--- src/rtl/sm4_pkg.sv ---
// Shared SM4 key-schedule constants, FSM states and the CK / L' helper functions.
package sm4_pkg;

  localparam int SM4_ROUNDS = 32;

  localparam logic [31:0] FK0 = 32'hA3B1BAC6;
  localparam logic [31:0] FK1 = 32'h56AA3350;
  localparam logic [31:0] FK2 = 32'h677D9197;
  localparam logic [31:0] FK3 = 32'hB27022DC;

  typedef enum logic {IDLE, RUN} state_t;

  // CK byte j of round r is (4r+j)*7 mod 256, byte 0 in the MSB position.
  function automatic logic [31:0] ck(input logic [4:0] round);
    logic [31:0] w;
    logic [7:0]  b;
    w = '0;
    for (int j = 0; j < 4; j++) begin
      b = {1'b0, round, 2'b00} + 8'(j);
      b = b * 8'd7;
      w[31-8*j -: 8] = b;
    end
    return w;
  endfunction

  function automatic logic [31:0] l_prime(input logic [31:0] b);
    return b ^ {b[18:0], b[31:19]} ^ {b[8:0], b[31:9]};
  endfunction

endpackage

--- src/rtl/sm4_key_round.sv ---
// One combinational key-schedule round: rk = K0 ^ L'(tau(K1^K2^K3^CK)).
module sm4_key_round
  import sm4_pkg::*;
(
  input  logic [31:0] k0,
  input  logic [31:0] k1,
  input  logic [31:0] k2,
  input  logic [31:0] k3,
  input  logic [31:0] ck_word,
  output logic [31:0] rk
);

  logic [31:0] t;
  logic [31:0] b;

  assign t = k1 ^ k2 ^ k3 ^ ck_word;

  t_change u_tau (.din(t), .dout(b));

  assign rk = k0 ^ l_prime(b);

endmodule

--- src/rtl/t_change.sv ---
// SM4 tau: four parallel byte S-boxes over a 32-bit word.
module sm4_sbox (
  input  logic [7:0] a,
  output logic [7:0] y
);

  localparam logic [0:255][7:0] SBOX = {
    8'hd6, 8'h90, 8'he9, 8'hfe, 8'hcc, 8'he1, 8'h3d, 8'hb7, 8'h16, 8'hb6, 8'h14, 8'hc2, 8'h28, 8'hfb, 8'h2c, 8'h05,
    8'h2b, 8'h67, 8'h9a, 8'h76, 8'h2a, 8'hbe, 8'h04, 8'hc3, 8'haa, 8'h44, 8'h13, 8'h26, 8'h49, 8'h86, 8'h06, 8'h99,
    8'h9c, 8'h42, 8'h50, 8'hf4, 8'h91, 8'hef, 8'h98, 8'h7a, 8'h33, 8'h54, 8'h0b, 8'h43, 8'hed, 8'hcf, 8'hac, 8'h62,
    8'he4, 8'hb3, 8'h1c, 8'ha9, 8'hc9, 8'h08, 8'he8, 8'h95, 8'h80, 8'hdf, 8'h94, 8'hfa, 8'h75, 8'h8f, 8'h3f, 8'ha6,
    8'h47, 8'h07, 8'ha7, 8'hfc, 8'hf3, 8'h73, 8'h17, 8'hba, 8'h83, 8'h59, 8'h3c, 8'h19, 8'he6, 8'h85, 8'h4f, 8'ha8,
    8'h68, 8'h6b, 8'h81, 8'hb2, 8'h71, 8'h64, 8'hda, 8'h8b, 8'hf8, 8'heb, 8'h0f, 8'h4b, 8'h70, 8'h56, 8'h9d, 8'h35,
    8'h1e, 8'h24, 8'h0e, 8'h5e, 8'h63, 8'h58, 8'hd1, 8'ha2, 8'h25, 8'h22, 8'h7c, 8'h3b, 8'h01, 8'h21, 8'h78, 8'h87,
    8'hd4, 8'h00, 8'h46, 8'h57, 8'h9f, 8'hd3, 8'h27, 8'h52, 8'h4c, 8'h36, 8'h02, 8'he7, 8'ha0, 8'hc4, 8'hc8, 8'h9e,
    8'hea, 8'hbf, 8'h8a, 8'hd2, 8'h40, 8'hc7, 8'h38, 8'hb5, 8'ha3, 8'hf7, 8'hf2, 8'hce, 8'hf9, 8'h61, 8'h15, 8'ha1,
    8'he0, 8'hae, 8'h5d, 8'ha4, 8'h9b, 8'h34, 8'h1a, 8'h55, 8'had, 8'h93, 8'h32, 8'h30, 8'hf5, 8'h8c, 8'hb1, 8'he3,
    8'h1d, 8'hf6, 8'he2, 8'h2e, 8'h82, 8'h66, 8'hca, 8'h60, 8'hc0, 8'h29, 8'h23, 8'hab, 8'h0d, 8'h53, 8'h4e, 8'h6f,
    8'hd5, 8'hdb, 8'h37, 8'h45, 8'hde, 8'hfd, 8'h8e, 8'h2f, 8'h03, 8'hff, 8'h6a, 8'h72, 8'h6d, 8'h6c, 8'h5b, 8'h51,
    8'h8d, 8'h1b, 8'haf, 8'h92, 8'hbb, 8'hdd, 8'hbc, 8'h7f, 8'h11, 8'hd9, 8'h5c, 8'h41, 8'h1f, 8'h10, 8'h5a, 8'hd8,
    8'h0a, 8'hc1, 8'h31, 8'h88, 8'ha5, 8'hcd, 8'h7b, 8'hbd, 8'h2d, 8'h74, 8'hd0, 8'h12, 8'hb8, 8'he5, 8'hb4, 8'hb0,
    8'h89, 8'h69, 8'h97, 8'h4a, 8'h0c, 8'h96, 8'h77, 8'h7e, 8'h65, 8'hb9, 8'hf1, 8'h09, 8'hc5, 8'h6e, 8'hc6, 8'h84,
    8'h18, 8'hf0, 8'h7d, 8'hec, 8'h3a, 8'hdc, 8'h4d, 8'h20, 8'h79, 8'hee, 8'h5f, 8'h3e, 8'hd7, 8'hcb, 8'h39, 8'h48
  };

  assign y = SBOX[a];

endmodule

module t_change (
  input  logic [31:0] din,
  output logic [31:0] dout
);

  for (genvar g = 0; g < 4; g++) begin : g_lane
    sm4_sbox u_sbox (.a(din[8*g +: 8]), .y(dout[8*g +: 8]));
  end

endmodule

--- src/rtl/sm4_key_expand.sv ---
// Iterative SM4 key expansion: one round key per clock, streamed and buffered.
module sm4_key_expand
  import sm4_pkg::*;
#(
  parameter int ROUNDS = SM4_ROUNDS
) (
  input  logic         clk,
  input  logic         rst,
  input  logic         key_start,
  input  logic [127:0] key_in,
  output logic         busy,
  output logic         rk_valid,
  output logic [4:0]   rk_index,
  output logic [31:0]  rk_out,
  output logic         done,
  output logic         keys_valid,
  input  logic [4:0]   rd_addr,
  input  logic         rd_dec,
  output logic [31:0]  rd_data
);

  state_t      state, state_nxt;
  logic [4:0]  round;
  logic [31:0] k [4];
  logic [31:0] mem [ROUNDS];
  logic [31:0] rk;
  logic        accept;
  logic        last;

  assign accept = (state == IDLE) && key_start;
  assign last   = (round == 5'(ROUNDS - 1));
  assign busy   = (state == RUN);

  sm4_key_round u_round (
    .k0(k[0]), .k1(k[1]), .k2(k[2]), .k3(k[3]),
    .ck_word(ck(round)),
    .rk(rk)
  );

  always_comb begin
    state_nxt = state;
    case (state)
      IDLE:    if (key_start) state_nxt = RUN;
      RUN:     if (last) state_nxt = IDLE;
      default: state_nxt = IDLE;
    endcase
  end

  always_ff @(posedge clk) begin
    if (rst) begin
      state      <= IDLE;
      round      <= '0;
      rk_valid   <= 1'b0;
      rk_index   <= '0;
      rk_out     <= '0;
      done       <= 1'b0;
      keys_valid <= 1'b0;
    end else begin
      state    <= state_nxt;
      rk_valid <= 1'b0;
      done     <= 1'b0;
      if (accept) begin
        round      <= '0;
        keys_valid <= 1'b0;
      end else if (busy) begin
        round    <= round + 5'd1;
        rk_valid <= 1'b1;
        rk_index <= round;
        rk_out   <= rk;
        done     <= last;
        if (last) keys_valid <= 1'b1;
      end
    end
  end

  // Key state and buffer carry no reset; keys_valid marks their usability.
  always_ff @(posedge clk) begin
    if (!rst) begin
      if (accept) begin
        k[0] <= key_in[127:96] ^ FK0;
        k[1] <= key_in[95:64]  ^ FK1;
        k[2] <= key_in[63:32]  ^ FK2;
        k[3] <= key_in[31:0]   ^ FK3;
      end else if (busy) begin
        k[0]       <= k[1];
        k[1]       <= k[2];
        k[2]       <= k[3];
        k[3]       <= rk;
        mem[round] <= rk;
      end
    end
  end

  // 31-addr is the bitwise complement for a 5-bit index.
  always_ff @(posedge clk) begin
    if (rst) rd_data <= '0;
    else     rd_data <= mem[rd_dec ? ~rd_addr : rd_addr];
  end

endmodule
--- config.mk ---
export PLATFORM = sky130hd
export DESIGN_NAME = sm4_key_expand
export DESIGN_NICKNAME = d
export VERILOG_FILES = /design/src/rtl/sm4_pkg.sv /design/src/rtl/sm4_key_round.sv /design/src/rtl/t_change.sv /design/src/rtl/sm4_key_expand.sv
export SDC_FILE = /design/constraint.sdc
export NUM_CORES = 2
export LEC_CHECK = 0
export ABC_AREA = 1
export CAP_MARGIN = 10
export CORE_ASPECT_RATIO = 2
export CORE_MARGIN = 10
export CORE_UTILIZATION = 51
export DETAILED_ROUTE_END_ITERATION = 7
export PLACE_DENSITY = 0.72
export SYNTH_ARGS = -nofsm -noshare
export SYNTH_HDL_FRONTEND = slang
export SYNTH_SLANG_ARGS = --single-unit
--- constraint.sdc ---
create_clock -name clk -period 27.8 [get_ports clk]
set_input_delay 5.56 -clock clk [delete_from_list [all_inputs] [get_ports clk]]
set_output_delay 5.56 -clock clk [all_outputs]
set_load 0.03 [all_outputs]
Yosys cells after proc, flatten, opt, wreduce, memory -nomap -nowiden:

Memories as Yosys holds them, arrays and structs flattened. A register that Yosys moved wholly into a read port is not among the register bits.
Cells that the tools add are included.

* add/sub/neg operators: 4
* $mul: 4
* div/mod/pow operators: 0
* $lt $le $gt $ge: 4
* equal/unequal tests: 1
* shifts and indexed selects: 0
* mux-type cells: 23
* bitwise operators: 21
* reductions and logical operators: 5

Operator list (number)
* 32-bit bitwise XOR: 6
* 32-bit two-way mux: 4
* 8-bit two-way mux: 8
* 9-bit greater-or-equal comparator (second input constant): 4
* 8-bit inverter with 9-bit output: 4
* 14-bit inverter: 2
* 8-bit by 3-bit multiplier with 8-bit output (second input constant): 3
* 19-bit inverter: 1
* 17-bit inverter: 1
* 7-bit by 2-bit adder with 8-bit output (second input constant): 2
* 1-bit two-way mux: 9
* 7-bit by 1-bit adder with 8-bit output (second input constant): 1
* 5-bit by 3-bit multiplier with 6-bit output (second input constant): 1
* 5-bit by 1-bit adder with 5-bit output (second input constant): 1
* 5-bit == test (second input constant): 1
* 5-bit two-way mux: 1
* 5-bit inverter: 1
* 1-bit bitwise OR: 4
* 2-bit AND reduction: 2
* 3-bit OR reduction: 1
* 1-bit inverter: 2
* 1-bit case mux with 2 select lines: 1
* 2-bit OR reduction: 1
* 1-bit logical AND: 1

* bits in registers: 46
* bits in latches: 0
* RAM bits: 1152
* bits in read-only memories: 8192
* input bits: 137
* output and inout port bits: 73
* memories kept: 6

Memory list
* (name not given): words 256, width 8, rd ports 1, clocked after memory_dff 0, wr ports 0, line t_change.sv:26 `assign y = SBOX[a];`
* (name not given): words 256, width 8, rd ports 1, clocked after memory_dff 0, wr ports 0, line t_change.sv:26
* (name not given): words 256, width 8, rd ports 1, clocked after memory_dff 0, wr ports 0, line t_change.sv:26
* (name not given): words 256, width 8, rd ports 1, clocked after memory_dff 0, wr ports 0, line t_change.sv:26
* mem: words 32, width 32, rd ports 1, clocked after memory_dff 1, wr ports 1, line sm4_key_expand.sv:25 `logic [31:0] mem [ROUNDS];`
* k: words 4, width 32, rd ports 4, clocked after memory_dff 0, wr ports 4, line sm4_key_expand.sv:24 `logic [31:0] k [4];`

Longest topological paths before layout:

An unclocked memory read counts as a cell.

* depth after elaboration: 12
* gate-level depth with buffers: 26
* depth with buffers taken out: 26

Cells and area by module:

A second synthesis with hierarchy kept.

* cell total of the unflattened synthesis: 8544
* area, all modules: 68569.5 µm²

Modules (own cells, without submodules)
* sm4_key_expand: instances 1, cells an instance 5065, area each 52900.7 µm²
* sm4_sbox: instances 4, cells an instance 625, area each 2886.5 µm²
* sm4_key_round: instances 1, cells an instance 979, area each 4122.7 µm²

Worst setup path before layout:

No wires, ideal clock.

* path type: input to register
* start point: input port rst
* end point: memory k[0][0] (enable)
* library setup time: 0.658 ns
* arrival: 11.901 ns
* data required time: 27.142 ns
* path slack: 15.241 ns
* stages on the path: 2
* buffers on the path: 1
* cell sequence: clkbuf_1 > a21oi_1

RTL lines
* start: declaration: line sm4_key_expand.sv:8 `input logic rst,`
* end: declaration: line sm4_key_expand.sv:24

Final worst setup path:

* start point: input port rd_dec
* end point: register rd_data[16] (read register of mem)

* word-level cells in the longest chain between the ends: 1

Ends and longest elaborated chain
* start: declaration: line sm4_key_expand.sv:18 `input logic rd_dec,`
* 5-bit two-way mux: line sm4_key_expand.sv:97 `else rd_data <= mem[rd_dec ? ~rd_addr : rd_addr];`
* end: declaration: line sm4_key_expand.sv:19 `output logic [31:0] rd_data`

Every way passes these cells.
A chain may end at the register's enable or synchronous reset.

==> results.py <==
metrics = {
    "status": {
        "outcome": "complete, but fails checks",
        "violations": "design-rule violations",
    },
    "route": {
        "drc": 4,
        "drt-initial-drc-count": 6000,
        "detail_route.wl_per_cell_um": 30.1,
        "vias_per_cell": 6.37,
        "wl_um": 254000,
        "drtPass1Iterations": 8,
        "ant_nets": 0,
        "vias": 53883,
    },
    "worst_setup_path": {
        "cp-start-kind": "primary input",
        "worstSetupPathType": "primary input to flip-flop",
        "cp_slowest_cell": "buf_4",
        "crit_fanout": 73,
        "cpLargestDelayFamily": "buffers and inverters",
        "cp.required_ns": 28.38,
        "path_buf_inv": 4,
        "cp.arrival_ns": 11.07,
        "critPathMaxStageDelay_ns": 0.86,
        "crit_top_cell": "buf_4",
        "end_kind": "flip-flop",
        "path_cells": "clkdlybuf4s50_1, or2_2, nand2_4, buf_4, buf_4, buf_4, mux2i_1, o221ai_1, nand3_1, nand2_1, o21ai_0, a31oi_1",
    },
    "global_route": {
        "grt_pass1_wl_um": 363000,
        "grt_pass1_vias": 52748,
        "grt_max_degree": 135,
        "antenna_found_initial": 12,
        "grt_overflow_total": 0,
        "gr-usage-all-layers": 0.353,
    },
    "synthesis": {
        "synth_top_cell_by_area": "edfxtp_1",
        "ys_ff_latch": 1230,
        "netlist.area_leader.share": 0.545,
        "yosys.area_share.xor_xnor": 0.0102,
        "synth_top_family_by_area": "simple AND/OR/NAND/NOR gates",
        "synth_warnings": 0,
        "synth.yosys.seq_area_share": 0.570,
        "synthTopCellsByArea": "edfxtp_1, nand2_1, nand3_1",
        "synthAdderAreaFrac": 0.0108,
        "synth_mux_area_frac": 0.0352,
        "synth_compound_area_frac": 0.0896,
        "synthSimpleGateAreaFrac": 0.237,
        "synth_nets": 6876,
        "synth_area_mm2": 0.0635,
        "synthCells": 6687,
        "synth.distinct_cells": 43,
        "synth.avg_cell_area_um2": 9.49,
    },
    "sta": {
        "hold_slack_ns": 0.458,
        "tightest_slew_ns": 1.33,
        "setup_viol": 0,
        "finalHoldViolCount": 0,
        "slew_viol_final": 0,
        "final.setup_skew_ns": 0.0355,
        "post-route-min-period_ns": 10.49,
        "slew_headroom": 0.113,
        "finalCritPeriodShare": 0.377,
        "rsz0062_at_grt": "no",
        "setup_tns_ns": 0,
        "fmax_mhz": 95.4,
    },
    "pwr": {
        "p_total_uw": 6950,
        "power-per-cell-area_mw_per_mm2": 98.5,
        "power.leakage_uw": 0.0274,
        "ir_worst_vdd_mv": 0.0849,
    },
    "floorplan": {
        "chipHeight_um": 519,
        "die-area_mm2": 0.140,
        "core-area_mm2": 0.124,
        "start_util": 0.512,
        "num_rows": 183,
        "num_io_pins": 210,
        "die-width_um": 269,
    },
    "finish": {
        "utilization": 0.569,
        "final_common_cell": "nand2_1",
        "seq_area_mm2": 0.0362,
        "drive_gt1_frac": 0.0675,
        "multiInputGateArea_mm2": 0.0247,
        "area_growth_pct": 11.2,
        "n_fill_cell": 10869,
        "final_cell_mix": "nand2_1, edfxtp_1, nand3_1",
        "nNetsFinal": 6893,
    },
    "placement": {
        "portBuffers": 209,
        "place_congestion": 1.05,
        "dpl.hpwl_um": 167000,
    },
    "clocking": {
        "cts_sinks": 1230,
        "cts_setup_buffers": 0,
        "cts_buffers": 100,
        "ctsLongestPathBuffers": 3,
        "cts_resized": 0,
        "cts_tree": "yes",
        "cts.clk_slew.worst_paths_ns": 0.07,
        "htree_levels": 3,
        "clk_latency_ns": 0.75,
        "clockRootBuffer": "clkbuf_16",
        "ctsHoldBuffers": 0,
    },
    "hold_path": {
        "hold_path_class": "flip-flop to flip-flop",
    },
    "flow_run": {
        "maxCapViolCount": 0,
    },
}
cell type report:
| class | count | area share |
|---|---|---|
| multi-input combinational | 4756 | 0.349 |
| tap | 1665 | 0.0295 |
| clock inverter | 69 | 0.0132 |
| timing repair buffer | 331 | 0.0429 |
| clock buffer | 118 | 0.0373 |
| sequential | 1230 | 0.512 |
| antenna | 3 | 0.000106 |
| inverter | 285 | 0.0155 |
cells by family (layout without fill, tap and decap cells):
family,after synthesis,in the layout
AND/OR/NAND/NOR,3512,3512
flip-flops,1230,1230
AO/OA/AOI/OAI,904,904
buffers and inverters,701,803
multiplexers,223,223
XOR/XNOR,65,65
adder cells (fa/ha/maj),52,52
other,0,3
per-layer routing:
| layer | track usage | vias to the layer above | share of wire |
|---|---|---|---|
| met2 | 0.608 | 3158 | 0.50 |
| li1 | - | 23678 | - |
| met1 | 0.374 | 26079 | 0.33 |
| met4 | 0.289 | 12 | 0.093 |
| met3 | 0.0639 | 956 | 0.083 |
| met5 | 0 | - | 0.00022 |
through the flow:
| stage | area, um2 | setup WS, ns | instances |
|---|---|---|---|
| after floorplan | 63500 | 15.24 | 6687 |
| after global placement | 67000 | 16.87 | 8265 |
| after detailed placement | 67000 | 16.69 | 8265 |
| after CTS | 70600 | 17.44 | 8452 |
| after global routing | 70600 | 17.13 | 8455 |
| final | 70600 | 17.31 | 8457 |
power by group:
group          total [uW]  internal, uW  switching, uW
Clock                1530           826            701
Combinational        2750           594           2150
Sequential           2680          2650           29.7
cells in the mapped netlist (all sizes together):
| master | n |
|---|---|
| a21oi | 85 |
| nand2 | 1817 |
| nor3b | 1 |
| clkbuf | 232 |
| nand4 | 24 |
| o21bai | 2 |
| or2 | 17 |
| o221ai | 223 |
| and2 | 17 |
| xnor2 | 39 |
| xor2 | 26 |
| o211ai | 56 |
| mux2i | 223 |
| fa | 5 |
| inv | 279 |
| nor2 | 536 |
| dfxtp | 78 |
| buf | 184 |
| edfxtp | 1152 |
| o32ai | 33 |
| ha | 47 |
| clkinv | 6 |
| nand3 | 1085 |
| nand3b | 13 |
| a31oi | 36 |
| o21ai | 469 |
| nor3 | 2 |
registers in the layout (all words and copies together), names as in the netlist:
register,cells
done,1
rk_valid,1
keys_valid,1
busy,1
round,5
rd_data,32
rk_index,5
rk_out,32
mem,1024
k,128
worst reg2reg max path, cell delays in order, from the launching register on:
cell and delay (ns):
dfxtp_1 0.61, buf_4 0.33, inv_4 0.16, ha_1 0.54, xnor2_2 0.62, nand3_1 0.24
nand2_4 0.32, buf_4 0.56, nand2_1 0.31, inv_1 0.33, nand2_1 0.10, nand3_1 0.09
nand2_1 0.07, nand2_1 0.09, nand2_1 0.06, nand3_1 0.48, nand2_1 0.38, nand2_1 0.17
nand2_1 0.07, nand3_1 0.08, and2_1 0.95
worst paths after layout:
kind	startpoint	endpoint	slack, ns	cells after the start
worst max-delay path	rd_dec	rd_data[16]	17.31	12
worst min register to register	rk_out[12]	rk_out[12]	0.46	2
worst min-delay path	rk_out[12]	rk_out[12]	0.46	2
worst max register to register	round[0]	mem[31][17]	20.82	20
Note: power is estimated with default switching activity, not from simulation.
